`src/rtl/player_hp_manager_pkg.sv`:
```
// Shared game constants and types for the HP manager and the damage calculator.
package player_hp_manager_pkg;

    localparam int unsigned HP_W              = 8;
    localparam int unsigned DEF_MAX_HP        = 92;
    localparam int unsigned DEF_HEAL_AMOUNT   = 20;
    localparam int unsigned DEF_IFRAME_FRAMES = 30;
    localparam int unsigned DEF_CALC_TIMEOUT  = 16;
    localparam int unsigned DEF_ATTACK_POWER  = 10;

    typedef enum logic [1:0] {
        ST_IDLE      = 2'd0,
        ST_WAIT_CALC = 2'd1,
        ST_APPLY     = 2'd2,
        ST_DEAD      = 2'd3
    } hp_state_e;

    typedef struct packed {
        logic [HP_W-1:0] damage;
        logic            heal;
    } calc_result_t;

    // Heal with a ceiling; the sum is formed one bit wider so it cannot wrap.
    function automatic logic [HP_W-1:0] sat_heal(input logic [HP_W-1:0] hp,
                                                 input logic [HP_W-1:0] amount,
                                                 input logic [HP_W-1:0] max_hp);
        logic [HP_W:0] sum;
        sum = {1'b0, hp} + {1'b0, amount};
        return (sum > {1'b0, max_hp}) ? max_hp : sum[HP_W-1:0];
    endfunction

endpackage

```
`src/rtl/player_hp_manager_if.sv`:
```
// Frame/calculator handshake and HP status bundle of the player HP manager.
interface player_hp_manager_if;
    import player_hp_manager_pkg::*;

    logic            frameTick;
    logic            newGame;
    logic [HP_W-1:0] damage;
    logic            heal;
    logic            isComplete;
    logic            start;
    logic [HP_W-1:0] hp;
    logic            isDead;
    logic            invuln;
    logic            hpChanged;
    logic            overrun;

    modport master (
        output frameTick, newGame, damage, heal, isComplete,
        input  start, hp, isDead, invuln, hpChanged, overrun
    );

    modport slave (
        input  frameTick, newGame, damage, heal, isComplete,
        output start, hp, isDead, invuln, hpChanged, overrun
    );

endinterface

```
`src/rtl/player_hp_manager_iframe_counter.sv`:
```
// Frame-tick down-counter for invulnerability frames, with load and registered non-zero flag.
module iframe_counter #(
    parameter int unsigned CNT_W = 8
) (
    input  logic             clk,
    input  logic             rst_n,
    input  logic             clr,
    input  logic             load,
    input  logic [CNT_W-1:0] load_val,
    input  logic             tick,
    input  logic             hold,
    output logic             active
);

    logic [CNT_W-1:0] cnt_q;
    logic [CNT_W-1:0] cnt_nxt;

    // Clear beats load, load beats a same-cycle tick.
    always_comb begin
        cnt_nxt = cnt_q;
        if (clr) begin
            cnt_nxt = '0;
        end else if (load) begin
            cnt_nxt = load_val;
        end else if (tick && !hold && (cnt_q != '0)) begin
            cnt_nxt = cnt_q - CNT_W'(1);
        end
    end

    always_ff @(posedge clk or negedge rst_n) begin
        if (!rst_n) begin
            cnt_q  <= '0;
            active <= 1'b0;
        end else begin
            cnt_q  <= cnt_nxt;
            active <= (cnt_nxt != '0);
        end
    end

endmodule

```
`src/rtl/player_hp_manager.sv`:
```
// Per-frame HP bookkeeping: requests a damage evaluation, applies damage/heal, tracks death.
module player_hp_manager
    import player_hp_manager_pkg::*;
#(
    parameter int unsigned MAX_HP        = DEF_MAX_HP,
    parameter int unsigned HEAL_AMOUNT   = DEF_HEAL_AMOUNT,
    parameter int unsigned IFRAME_FRAMES = DEF_IFRAME_FRAMES,
    parameter int unsigned CALC_TIMEOUT  = DEF_CALC_TIMEOUT
) (
    input  logic                clk,
    input  logic                rst_n,
    player_hp_manager_if.slave  bus
);

    localparam int unsigned TO_W = (CALC_TIMEOUT > 1) ? $clog2(CALC_TIMEOUT) : 1;

    hp_state_e       state_q;
    logic [TO_W-1:0] tcnt_q;
    calc_result_t    calc_q;
    logic [HP_W-1:0] hp_q;
    logic            start_q;
    logic            dead_q;
    logic            hpchg_q;
    logic            overrun_q;
    logic            invuln_q;

    logic            dmg_hit;
    logic [HP_W-1:0] hp_dmg;
    logic [HP_W-1:0] hp_apply;

    // Damage first, then heal only if the player survived it.
    always_comb begin
        dmg_hit  = (calc_q.damage != '0) && !invuln_q;
        hp_dmg   = hp_q;
        if (dmg_hit) begin
            hp_dmg = (calc_q.damage >= hp_q) ? '0 : (hp_q - calc_q.damage);
        end
        hp_apply = hp_dmg;
        if (calc_q.heal && (hp_dmg != '0)) begin
            hp_apply = sat_heal(hp_dmg, HP_W'(HEAL_AMOUNT), HP_W'(MAX_HP));
        end
    end

    iframe_counter #(
        .CNT_W (HP_W)
    ) u_iframe (
        .clk      (clk),
        .rst_n    (rst_n),
        .clr      (bus.newGame),
        .load     ((state_q == ST_APPLY) && dmg_hit),
        .load_val (HP_W'(IFRAME_FRAMES)),
        .tick     (bus.frameTick),
        .hold     (state_q == ST_DEAD),
        .active   (invuln_q)
    );

    always_ff @(posedge clk or negedge rst_n) begin
        if (!rst_n) begin
            state_q   <= ST_IDLE;
            tcnt_q    <= '0;
            calc_q    <= '0;
            hp_q      <= HP_W'(MAX_HP);
            start_q   <= 1'b0;
            dead_q    <= 1'b0;
            hpchg_q   <= 1'b0;
            overrun_q <= 1'b0;
        end else begin
            start_q <= 1'b0;
            hpchg_q <= 1'b0;
            if (bus.newGame) begin
                state_q   <= ST_IDLE;
                tcnt_q    <= '0;
                hp_q      <= HP_W'(MAX_HP);
                dead_q    <= 1'b0;
                overrun_q <= 1'b0;
                hpchg_q   <= (hp_q != HP_W'(MAX_HP));
            end else begin
                // A tick outside IDLE is dropped, only flagged.
                if (bus.frameTick && (state_q != ST_IDLE)) begin
                    overrun_q <= 1'b1;
                end
                case (state_q)
                    ST_IDLE: begin
                        if (bus.frameTick) begin
                            start_q <= 1'b1;
                            tcnt_q  <= '0;
                            state_q <= ST_WAIT_CALC;
                        end
                    end
                    ST_WAIT_CALC: begin
                        if (bus.isComplete) begin
                            calc_q.damage <= bus.damage;
                            calc_q.heal   <= bus.heal;
                            state_q       <= ST_APPLY;
                        end else if (tcnt_q == TO_W'(CALC_TIMEOUT - 1)) begin
                            overrun_q <= 1'b1;
                            state_q   <= ST_IDLE;
                        end else begin
                            tcnt_q <= tcnt_q + TO_W'(1);
                        end
                    end
                    ST_APPLY: begin
                        hp_q    <= hp_apply;
                        hpchg_q <= (hp_apply != hp_q);
                        if (hp_apply == '0) begin
                            dead_q  <= 1'b1;
                            state_q <= ST_DEAD;
                        end else begin
                            state_q <= ST_IDLE;
                        end
                    end
                    ST_DEAD: begin
                        state_q <= ST_DEAD;
                    end
                    default: begin
                        state_q <= ST_IDLE;
                    end
                endcase
            end
        end
    end

    assign bus.start     = start_q;
    assign bus.hp        = hp_q;
    assign bus.isDead    = dead_q;
    assign bus.invuln    = invuln_q;
    assign bus.hpChanged = hpchg_q;
    assign bus.overrun   = overrun_q;

endmodule

```
`src/flat_wrapper.sv`:
```
// flat-port wrapper written by rule: the top's interface ports become plain ports
module player_hp_manager_flat import player_hp_manager_pkg::*;
#(
    parameter int unsigned MAX_HP        = DEF_MAX_HP,
    parameter int unsigned HEAL_AMOUNT   = DEF_HEAL_AMOUNT,
    parameter int unsigned IFRAME_FRAMES = DEF_IFRAME_FRAMES,
    parameter int unsigned CALC_TIMEOUT  = DEF_CALC_TIMEOUT
)
  (clk, rst_n, bus_frameTick, bus_newGame, bus_damage, bus_heal, bus_isComplete, bus_start, bus_hp, bus_isDead, bus_invuln, bus_hpChanged, bus_overrun);
  player_hp_manager_if bus_i ();
  input  logic clk;
  input  logic rst_n;
  input wire logic [$bits(bus_i.frameTick)-1:0] bus_frameTick;
  input wire logic [$bits(bus_i.newGame)-1:0] bus_newGame;
  input wire logic [$bits(bus_i.damage)-1:0] bus_damage;
  input wire logic [$bits(bus_i.heal)-1:0] bus_heal;
  input wire logic [$bits(bus_i.isComplete)-1:0] bus_isComplete;
  output wire logic [$bits(bus_i.start)-1:0] bus_start;
  output wire logic [$bits(bus_i.hp)-1:0] bus_hp;
  output wire logic [$bits(bus_i.isDead)-1:0] bus_isDead;
  output wire logic [$bits(bus_i.invuln)-1:0] bus_invuln;
  output wire logic [$bits(bus_i.hpChanged)-1:0] bus_hpChanged;
  output wire logic [$bits(bus_i.overrun)-1:0] bus_overrun;
  assign bus_i.frameTick = bus_frameTick;
  assign bus_i.newGame = bus_newGame;
  assign bus_i.damage = bus_damage;
  assign bus_i.heal = bus_heal;
  assign bus_i.isComplete = bus_isComplete;
  assign bus_start = bus_i.start;
  assign bus_hp = bus_i.hp;
  assign bus_isDead = bus_i.isDead;
  assign bus_invuln = bus_i.invuln;
  assign bus_hpChanged = bus_i.hpChanged;
  assign bus_overrun = bus_i.overrun;
  player_hp_manager #(.MAX_HP(MAX_HP), .HEAL_AMOUNT(HEAL_AMOUNT), .IFRAME_FRAMES(IFRAME_FRAMES), .CALC_TIMEOUT(CALC_TIMEOUT)) u_core (.clk(clk), .rst_n(rst_n), .bus(bus_i));
endmodule
```
`config.mk`:
```
export PLATFORM = sky130hd
export DESIGN_NAME = player_hp_manager_flat
export DESIGN_NICKNAME = d
export VERILOG_FILES = /design/src/rtl/player_hp_manager_pkg.sv /design/src/rtl/player_hp_manager_if.sv /design/src/rtl/player_hp_manager_iframe_counter.sv /design/src/rtl/player_hp_manager.sv /design/src/flat_wrapper.sv
export SDC_FILE = /design/constraint.sdc
export NUM_CORES = 1
export LEC_CHECK = 0
export CORE_ASPECT_RATIO = 2
export CORE_MARGIN = 10
export CORE_UTILIZATION = 30
export DETAILED_ROUTE_END_ITERATION = 12
export HOLD_SLACK_MARGIN = 0.02
export PLACE_DENSITY_LB_ADDON = 0.2
export SLEW_MARGIN = 0
export SYNTH_ARGS = -nofsm -noshare
export SYNTH_HDL_FRONTEND = slang
export SYNTH_HIERARCHICAL = 1
export SYNTH_SLANG_ARGS = --single-unit
```
`constraint.sdc`:
```
create_clock -name clk -period 5.4 [get_ports clk]
set_input_delay 1.08 -clock clk [delete_from_list [all_inputs] [get_ports clk]]
set_output_delay 1.08 -clock clk [all_outputs]
set_load 0.01 [all_outputs]
```
==> results.cfg <==
[cts]
cts.sinks = 36
cts.clk_slew.worst_paths_ns = 0.06
cts.htree.levels = 2
holdBufCountCts = 0
cts_setup_buffers = 0
cts_resized = 0
numCtsBuffers = 5
clk_latency_ns = 0.28
cts_tree = built
clk_path_buf_depth = 2
root_buffer = clkbuf_16

[floorplan]
row_count = 53
ioPinCount = 27
start_util_pct = 30.36
die_area_sq_um = 15370
die_y_microns = 165.6
fp.dieW_microns = 92.81
core_sq_um = 10480

[sta]
setup_viol = 0
hold-worst-slack_ns = 0.5187
tightest_slew_ns = 0.8271
slew_headroom_pct = 44.86
timing.final.crit_share_pct = 86.49
hold_viol = 0
clock_skew_ns = 0.004895
fin_setup_tns_ns = 0
post-route-min-period_ns = 4.670
finalMaxSlewViolations = 0
rsz0062_at_grt = false
max_freq_ghz = 0.2141

[synthesis]
ys_seq_elements = 36
synthFlopType = dfrtp_1
seq_area_frac_synth_pct = 28.48
syn_inst = 378
synth-edff-count = 0
syn_avg_cell_area_sq_um = 8.414
yosysUniqueCellTypes = 73
synthArstFlopShare_pct = 100.0
synthTopCellsByArea = dfrtp_1 25%, ha_1 5.5%, a21oi_1 4.6%
synth_area_sq_um = 3181
synth_top_area_share_pct = 25.18
yosys_warnings = 6
synth_area_leader_cell = dfrtp_1

[worst_setup_path]
crit_arrival_ns = 4.84
cp.required_ns = 5.57
critPathKind = register to register
path_buf_inv = 2
path_cells = ha_1 > nand4_1 > a21oi_1 > o211a_1 > a22oi_1 > inv_1 > ha_1 > inv_1 > a211oi_1 > o221ai_1 > a21oi_1 > a21oi_1 > xor2_1 > or4_1 > o31a_1
crit_slowest_cell = dfstp_2
critPathLaunchType = register
worst_setup_path_end_kind = register
crit_top_cell = a21oi_1
cpPeakStageDelay_ns = 0.67
crit_path_max_fanout = 11
crit_family = compound AO/OA/AOI/OAI gates

[finish]
fillers = 1136
areaGrowthSynthToFinish_pct = 17.70
drive_gt1_share_pct = 11.74
postLayoutCoreUtil_pct = 35.73
diodes = 0
finalNetCount = 437

[route]
wl_microns = 10150
drc = 0
routedWlPerCell_microns = 18.59
drtAntennaViolNets = 0
wl_met1_microns = 3547
drt_iter0_markers = 147
drt_first_pass_iters = 4
vias_per_cell = 5.553
met2WireLength_microns = 5666
highest_layer = met4
num_vias = 3032
met3RoutedLength_microns = 363

[power_and_ir_drop]
ir_drop_mv = 0.1467
p_per_area_nw_per_um2 = 474.2
p_leak_nw = 1.608

[global_routing]
antenna_found_initial = 0
grt_pass1_vias = 3212
grt-ovfl-total = 0
grt_max_degree = 37
track_usage_pct = 13.22
grt_pass1_wl_microns = 16390

[placement]
gp_congestion = 0.8947
numPortBuffers = 26
dp.final_hpwl_microns = 7959

[flow_run]
drv_cap = 0

[hold_path]
worstHoldPathType = register to register

[run_status]
outcome = finished clean
[report_power, final]
part	leakage, nW	switching (mW)	total (mW)	internal [mW]
clock network	0.0736	0.113	0.283	0.170
registers	0.462	0.0652	0.392	0.327
logic	1.07	0.686	1.10	0.414
[sequential cells by signal, indices dropped and copies added (netlist names)]
name	count
u_core/calc_q	9
u_core/bus.hp	8
u_core/u_iframe/cnt_q	8
u_core/tcnt_q	4
u_core/state_q	2
u_core/bus.hpChanged	1
u_core/bus.isDead	1
u_core/bus.overrun	1
u_core/bus.start	1
u_core/u_iframe/active	1
[cell usage after synthesis, types with 4 or more instances]
cell	number
a211oi_1	6
nor2_1	28
dfrtp_1	32
nand3b_1	4
o21ai_1	4
a21o_1	7
xnor2_1	5
nand4_1	7
o21ai_0	20
nor3_1	8
o2111ai_1	4
buf_2	4
o211ai_1	8
xor2_1	4
nand2b_1	5
mux2_2	4
nand2_1	27
dfstp_2	4
o31ai_1	4
ha_1	14
nor2b_1	6
a31oi_1	6
inv_1	31
a21oi_1	29
a22oi_1	5
clkbuf_1	9
and2_1	4
or4_1	4
nor4_1	4
nand3_1	6
[cell usage in the layout, fill, tap and decap left out, types with 5 or more instances in the layout]
cell type	n
clkbuf_16	5
nand2b_1	5
a22oi_1	5
inv_1	31
nand4_1	7
xnor2_1	5
conb_1	8
nand2_1	27
o21ai_0	20
nor2b_1	6
clkdlybuf4s50_1	25
nand3_1	6
a31oi_1	6
buf_4	9
nor3_1	7
o211ai_1	8
dfrtp_1	32
a21oi_1	29
nor2_1	28
a211oi_1	6
ha_1	14
a21o_1	7
[cell type report]
type	instances	area, sq um	share of cell area (%)
Multi-Input combinational cell	299	2083	55.65
Tap cell	137	171.4	4.579
Clock inverter	3	18.77	0.5013
Clock buffer	5	125.1	3.342
Sequential cell	36	905.9	24.20
Inverter	31	116.4	3.108
Timing Repair Buffer	35	322.8	8.623
[per-layer routing]
layer,vias to the layer above,GRT usage [%]
met5,-,0
met4,0,9.852
met3,34,1.675
met2,103,24.82
met1,1434,12.26
li1,1461,-
[stage by stage]
step	setup slack (ns)	std cells	area [sq um]	total power, mW
2_1_floorplan	1.381	384	3203	1.212
3_3_place_gp	0.8328	538	3600	1.476
3_5_place_dp	0.8635	538	3600	1.471
4_1_cts	0.8248	546	3744	1.772
5_1_grt	0.4071	546	3744	1.912
6_report	0.7296	546	3744	1.775
[worst min-delay path, delay by kind of cell (launching register included)]
| kind | cells | cell delay, ns |
|---|---|---|
| flops | 1 | 0.37 |
| compound gates | 1 | 0.05 |
| buf+inv | 1 | 0.05 |
[cells by family (layout without fill, tap and decap cells)]
kind of cell,Yosys count,count (layout),synth area share [%]
AO/OA/AOI/OAI,134,134,31.55
AND/OR/NAND/NOR,126,126,21.87
buffers and inverters,49,74,6.884
flip-flops,36,36,28.48
adder cells (fa/ha/maj),15,15,6.137
XOR/XNOR,9,9,2.478
multiplexers,7,7,2.360
other,2,8,0.2361
[worst paths after layout]
path | cells past startpoint | start | slack [ns] | end
worst min-delay path | 2 | u_core/bus.overrun | 0.52 | u_core/bus.overrun
worst min register to register | 2 | u_core/bus.overrun | 0.52 | u_core/bus.overrun
worst max register to register | 15 | u_core/bus.hp[6] | 0.73 | u_core/bus.hpChanged
min in group asynchronous | 1 | rst_n | 0.89 | u_core/calc_q[0]
worst max-delay path | 15 | u_core/bus.hp[6] | 0.73 | u_core/bus.hpChanged
max in group asynchronous | 1 | rst_n | 3.97 | u_core/calc_q[2]
Power figures use the tool's default switching activity.
